**src/rtl/aes_shiftrows_pipe.sv**
```systemverilog
// aes_shiftrows_pipe
//
// Pipelined Rijndael ShiftRows / InvShiftRows unit with valid/ready flow
// control. The unit supports Rijndael block widths of 4, 6 or 8 columns.
// The byte permutation is applied combinationally in front of stage 1.
// Any later stages only carry data, mode and tag forward. The ready chain
// is combinational from the output back to the input, so a full pipeline
// can pop, shift and accept in the same cycle.
//
// Parameters
//   NB          state columns (4, 6 or 8); state width W = 32*NB
//   PIPE_STAGES register stages (1..4)
//   TAG_W       sideband tag width (>= 1)
//
// Ports
//   clk, rst_n        clock, asynchronous active-low reset
//   flush             synchronous drop of every in-flight beat
//   in_valid/in_ready input handshake
//   in_data/in_inv    input state, 0 = ShiftRows, 1 = InvShiftRows
//   in_tag            sideband, passed through unchanged
//   out_valid/out_ready output handshake
//   out_data/out_inv/out_tag  contents of the last stage
//   occupancy         number of valid stages
module aes_shiftrows_pipe #(
  parameter int NB          = 4,
  parameter int PIPE_STAGES = 2,
  parameter int TAG_W       = 4
) (
  input  logic                clk,
  input  logic                rst_n,
  input  logic                flush,
  input  logic                in_valid,
  output logic                in_ready,
  input  logic [32*NB-1:0]    in_data,
  input  logic                in_inv,
  input  logic [TAG_W-1:0]    in_tag,
  output logic                out_valid,
  input  logic                out_ready,
  output logic [32*NB-1:0]    out_data,
  output logic                out_inv,
  output logic [TAG_W-1:0]    out_tag,
  output logic [2:0]          occupancy
);

  localparam int W      = 32 * NB;
  localparam int NBYTES = 4 * NB;
  localparam int LAST   = PIPE_STAGES - 1;

  if (!(NB == 4 || NB == 6 || NB == 8)) begin : g_bad_nb
    $fatal(1, "aes_shiftrows_pipe: NB must be 4, 6 or 8");
  end
  if (PIPE_STAGES < 1 || PIPE_STAGES > 4) begin : g_bad_stages
    $fatal(1, "aes_shiftrows_pipe: PIPE_STAGES must be 1..4");
  end
  if (TAG_W < 1) begin : g_bad_tag
    $fatal(1, "aes_shiftrows_pipe: TAG_W must be at least 1");
  end

  // Byte permutation. Output byte k = 4c + r takes its value from row r of
  // source column (c +/- s_r) mod NB. For NB = 8, rows 2 and 3 shift by
  // 3 and 4 instead of 2 and 3.
  logic [W-1:0] fwd_data;
  logic [W-1:0] inv_data;
  logic [W-1:0] perm_data;

  for (genvar gi = 0; gi < NBYTES; gi++) begin : g_byte
    localparam int R    = gi % 4;
    localparam int C    = gi / 4;
    localparam int S    = (NB == 8 && R >= 2) ? R + 1 : R;
    localparam int FSRC = 4 * ((C + S) % NB) + R;
    localparam int ISRC = 4 * ((C - S + NB) % NB) + R;
    assign fwd_data[8*gi +: 8] = in_data[8*FSRC +: 8];
    assign inv_data[8*gi +: 8] = in_data[8*ISRC +: 8];
  end

  assign perm_data = in_inv ? inv_data : fwd_data;

  // Pipeline state
  logic [PIPE_STAGES-1:0] v_q, v_d;
  logic [PIPE_STAGES-1:0] inv_q, inv_d;
  logic [W-1:0]           data_q [PIPE_STAGES];
  logic [W-1:0]           data_d [PIPE_STAGES];
  logic [TAG_W-1:0]       tag_q  [PIPE_STAGES];
  logic [TAG_W-1:0]       tag_d  [PIPE_STAGES];
  logic [2:0]             occupancy_q, occupancy_d;
  logic [PIPE_STAGES-1:0] ld;
  logic                   in_fire;

  // Load chain. A stage loads when it is empty or when its content moves on.
  // The chain is resolved from the output end back toward the input.
  always_comb begin
    ld       = '0;
    ld[LAST] = !v_q[LAST] || out_ready;
    for (int i = LAST - 1; i >= 0; i--) begin
      ld[i] = !v_q[i] || ld[i+1];
    end
  end

  assign in_ready = !flush && ld[0];
  assign in_fire  = in_valid && in_ready;

  always_comb begin
    v_d    = v_q;
    inv_d  = inv_q;
    data_d = data_q;
    tag_d  = tag_q;

    // Payload registers only capture on a real transfer, so an empty slot
    // keeps its previous payload and the output stays quiet while stalled.
    if (ld[0]) begin
      v_d[0] = in_fire;
      if (in_fire) begin
        data_d[0] = perm_data;
        inv_d[0]  = in_inv;
        tag_d[0]  = in_tag;
      end
    end

    for (int i = 1; i < PIPE_STAGES; i++) begin
      if (ld[i]) begin
        v_d[i] = v_q[i-1];
        if (v_q[i-1]) begin
          data_d[i] = data_q[i-1];
          inv_d[i]  = inv_q[i-1];
          tag_d[i]  = tag_q[i-1];
        end
      end
    end

    if (flush) begin
      v_d = '0;
    end

    occupancy_d = '0;
    for (int i = 0; i < PIPE_STAGES; i++) begin
      if (v_d[i]) begin
        occupancy_d = occupancy_d + 3'd1;
      end
    end
  end

  always_ff @(posedge clk or negedge rst_n) begin
    if (!rst_n) begin
      v_q         <= '0;
      inv_q       <= '0;
      occupancy_q <= '0;
      for (int i = 0; i < PIPE_STAGES; i++) begin
        data_q[i] <= '0;
        tag_q[i]  <= '0;
      end
    end else begin
      v_q         <= v_d;
      inv_q       <= inv_d;
      occupancy_q <= occupancy_d;
      for (int i = 0; i < PIPE_STAGES; i++) begin
        data_q[i] <= data_d[i];
        tag_q[i]  <= tag_d[i];
      end
    end
  end

  assign out_valid = v_q[LAST];
  assign out_data  = data_q[LAST];
  assign out_inv   = inv_q[LAST];
  assign out_tag   = tag_q[LAST];
  assign occupancy = occupancy_q;

endmodule

```
**config.mk**
```make
export PLATFORM = sky130hd
export DESIGN_NAME = aes_shiftrows_pipe
export DESIGN_NICKNAME = d
export VERILOG_FILES = /design/src/rtl/aes_shiftrows_pipe.sv
export SDC_FILE = /design/constraint.sdc
export NUM_CORES = 1
export LEC_CHECK = 0
export CORE_UTILIZATION = 45
export DETAILED_ROUTE_END_ITERATION = 10
export GPL_ROUTABILITY_DRIVEN = 1
export GPL_TIMING_DRIVEN = 0
export PLACE_DENSITY = 0.73
export SETUP_SLACK_MARGIN = 0.2
export SYNTH_ARGS = -nofsm -noshare
export SYNTH_HDL_FRONTEND = slang
export SYNTH_SLANG_ARGS = --single-unit
```
**constraint.sdc**
```tcl
create_clock -name clk -period 2.01 [get_ports clk]
set_input_delay 0.402 -clock clk [delete_from_list [all_inputs] [get_ports clk]]
set_output_delay 0.402 -clock clk [all_outputs]
set_load 0.05 [all_outputs]
```
# == After elaboration in Yosys (flattened, before gate mapping) ==
# Index checks and enable logic that the tools add are counted.
# classes
multipliers,0
n_mux,6
div,0
order_cmp,0
reduce_logical,9
eq_ne,0
addsub,1
shift,0
bitwise,0
# ops
operator,n
$mux 128,1
$reduce_and 2->1,2
$add 3x1->3 const B,1
$logic_not 1->1,3
$mux 1,3
$mux 3,1
$logic_and 1x1->1,2
$logic_or 1x1->1,2
$mux 2,1
# word_totals
n_memories,0
elab_cells,24
ramBits,0
reg_bits,271
out_inout_bits,138
latchBits,0
mem_bits_ro,0

# == Depth between registers and ports, before layout ==
# logic_depth
ltp_word,10
depth_mapped,5
mapped_depth_nobuf,4

# == Least setup slack after synthesis ==
# No wires, ideal clock.
# synth_timing
kind,register to output
startpoint,register v_q[1]
endpoint,output in_ready
stages_incl_launch_ff,4
slack_ns,0.026
t_arrival_ns,1.582
path_buffers,1
cell_sequence,dfrtp_1 and3b_1 nor2_1 clkbuf_1
# synth_between
elab_chain_len,4
# synth_lines
item,line_no,text
from (decl),79,"logic [PIPE_STAGES-1:0] v_q, v_d;"
from (signal assigned),152,v_q <= v_d;
$logic_not 1->1,93,ld[LAST] = !v_q[LAST] || out_ready;
$logic_or 1x1->1,93,
$logic_or 1x1->1,95,ld[i] = !v_q[i] || ld[i+1];
$logic_and 1x1->1,99,assign in_ready = !flush && ld[0];
to (decl),33,"output logic in_ready,"
# Every way passes these cells.

# == Worst setup path in the final report ==
# layout_timing
startpoint,register v_q[1]
endpoint,output out_valid
# layout_lines
item,line_no,text
to (decl),37,"output logic out_valid,"
# No word-level cell between the ends.

==> impl_results.md <==
- Mapped Area: 0.0118 mm^2
- Drt first pass iters: 4
- Worst vdd ir: 0.752 mV
- Count leader, synth: dfrtp_1
- Setup TNS: 0 ns
- Crit path max fanout: 4
- Hold WS: -0.215 ns
- Synth Instances: 867
- Drt via density: 5.04
- Final Hold Vio Count: 61
- Number of flops mapped to enable cells by yosys: 0
- Util after Layout: 61.7%
- Num CTS Buffers: 30
- Pre-CTS setup slack: -0.884 ns
- PnR worst setup slack: 0.00474 ns
- Worst-Skew Late Latency: 0.55 ns
- Initial antenna violation count: 0
- Vias in the first global route: 8055
- First-pass GRT wire length: 43900 um
- Chip Height: 164 um
- Largest net degree at the start of global routing: 125
- Ys async rst share: 100%
- Relative slew slack: 57.6%
- Crit path launch type: flip-flop
- GRT Resource Usage Total: 21.2%
- Average wire per standard cell: 18.6 um
- Number of I/O pins: 276
- Worst path required time: 1.61 ns
- Outcome: complete, but fails checks
- Starting Density: 46.3%
- Layout area overhead: 33.1%
- Setup violators final: 0
- Post-synthesis sequential area ratio: 57.4%
- Max-slew violations: 0
- Die width: 164 um
- IO Port Bufs: 273
- Worst-path clk slew: 0.06 ns
- Worst-Margin Slew: 0.636 ns
- Die ar.: 0.0268 mm^2
- Leakage power: 0.00697 uW
- DRC Markers: 0
- Routability Congestion: 0.794
- Min-Delay Path Class: in -> async
- Max-Cap Viols: 0
- Total number of vias: 7691
- Final period utilization: 99.8%
- Max Clk Rate: 499 MHz
- Drt total wl: 28400 um
- Synth area leader: dfrtp_1
- PwrDens: 1200 mW/mm^2
- Most frequent cells after synthesis: 270 x dfrtp_1, 142 x buf_4, 122 x mux2_2
- 1st-iter DRT viols: 302
- CTS max path bufs: 3
- Violated checks: hold timing
- Nets@finish: 1316
- Row count: 58
- Remaining global-route overflow: 0
- Worst path arrival time: 1.60 ns
- Prevailing post-synth register cell: dfrtp_1
- Unrepaired setup endpoints after global routing: yes
- Clock sink count: 270
- Final antenna-violating net count: 0
- Clock root buffer: clkbuf_16
- CP Capture Type: output pin
- Core Box Area: 0.0254 mm^2
- Synth area leaders: dfrtp_1 57%, mux2_2 12%, buf_4 9.1%, mux2_1 7.7%, mux2i_1 5.4%
- CTS tree: yes
- Syn Area/Cell: 13.6 um^2
- Htree depth: 1
- Synth cell types: 20
- Seq cells post-synth: 270
- Setup Skew: 0.0190 ns
- HPWL after DPL: 20300 um
- Yosys warning total: 0
- Crit path kind: reg -> out
- Final min period: 2.01 ns
- Net Count, Synth: 1006
- Yosys top cell area share: 57.4%
- Share of layout cells above drive strength 1: 41.4%
[final cells by class]
class,instances,area [um^2]
repair buffers,278,2490
inverters,2,7.51
clock inverters,3,21.3
multi-input cells,406,3720
fillers,2121,9740
flip-flops and latches,270,6760
clock buffers,48,940
diodes,1,2.50
plain buffers,189,1310
well taps,330,413
[where the power goes]
| part | internal [uW] | total, uW | switching, uW | leakage, uW |
|---|---|---|---|---|
| sequential | 6550 | 7100 | 555 | 0.00309 |
| combinational | 2570 | 6460 | 3880 | 0.00341 |
| clock | 3160 | 5250 | 2090 | 0.000470 |
| total | 12300 | 18800 | 6530 | 0.00697 |
[metal layers]
| layer | GRT usage, % | vias to the layer above | routed length (um) |
|---|---|---|---|
| met5 | 0 | - | 0 |
| met4 | 4.76 | 0 | 542 |
| met3 | 5.53 | 36 | 2120 |
| met2 | 35.0 | 251 | 13400 |
| met1 | 27.9 | 3836 | 12300 |
| li1 | - | 3568 | - |
[per-stage QoR]
stage	cells	area (um^2)	power, uW
2_1_floorplan	867	11800	11900
3_3_place_gp	1470	14900	14100
3_5_place_dp	1472	15000	14200
4_1_cts	1524	16000	19200
5_1_grt	1526	15700	19600
6_report	1527	15700	18800
[state kept, by name, indices dropped and copies added, names as in the netlist]
signal	flops
data_q	128
inv_q	2
occupancy	2
out_data	128
out_tag	4
tag_q	4
v_q	2
[placed cells by master (no fill, tap or decap), drive strengths merged, types with 2 or more instances in the layout]
master,Yosys,final
nor2,4,4
inv,2,2
clkdlybuf4s15,0,55
clkinv,0,2
clkbuf,8,56
a21oi,65,65
clkdlybuf4s50,0,135
buf,181,268
mux2i,64,64
dfrtp,270,270
mux2,202,202
a31oi,64,64
[final timing paths]
kind	from	to	slack, ns	cells past startpoint
max reg2reg	v_q[1]$_DFF_PN0_	out_data[97]$_DFFE_PN0P_	0.06	6
max	v_q[1]$_DFF_PN0_	out_valid	0.005	2
min in group clk	in_inv	data_q[236]$_DFFE_PN0P_	0.34	3
min	rst_n	out_data[18]$_DFFE_PN0P_	-0.21	1
min reg2reg	data_q[212]$_DFFE_PN0P_	out_data[84]$_DFFE_PN0P_	0.48	1
max in group asynchronous	rst_n	data_q[252]$_DFFE_PN0P_	0.80	3
[logic make-up after synthesis]
logic type               after synthesis  synth area share, %
flip-flops                           270                 57.4
AO/OA/AOI/OAI                        130                 6.24
AND/OR/NAND/NOR                        8                0.351
adder cells (fa/ha/maj)                1                0.106
multiplexers                         266                 24.8
buffers and inverters                191                 11.1
other                                  1               0.0319
[critical path: stages (launching register included)]
cell and delay [ns]:
dfrtp_1 0.38, buf_4 0.13, dlygate4sd2_1 0.54
[what timing repair did]
item                                   4_1_cts  5_1_grt
pin swaps                                    0        2
setup endpoints to repair                  242      153
endpoints found under the hold margin       61       61
gates resized for setup                    476      104
buffers inserted                             1        2
(Power assumes the default switching activity.)
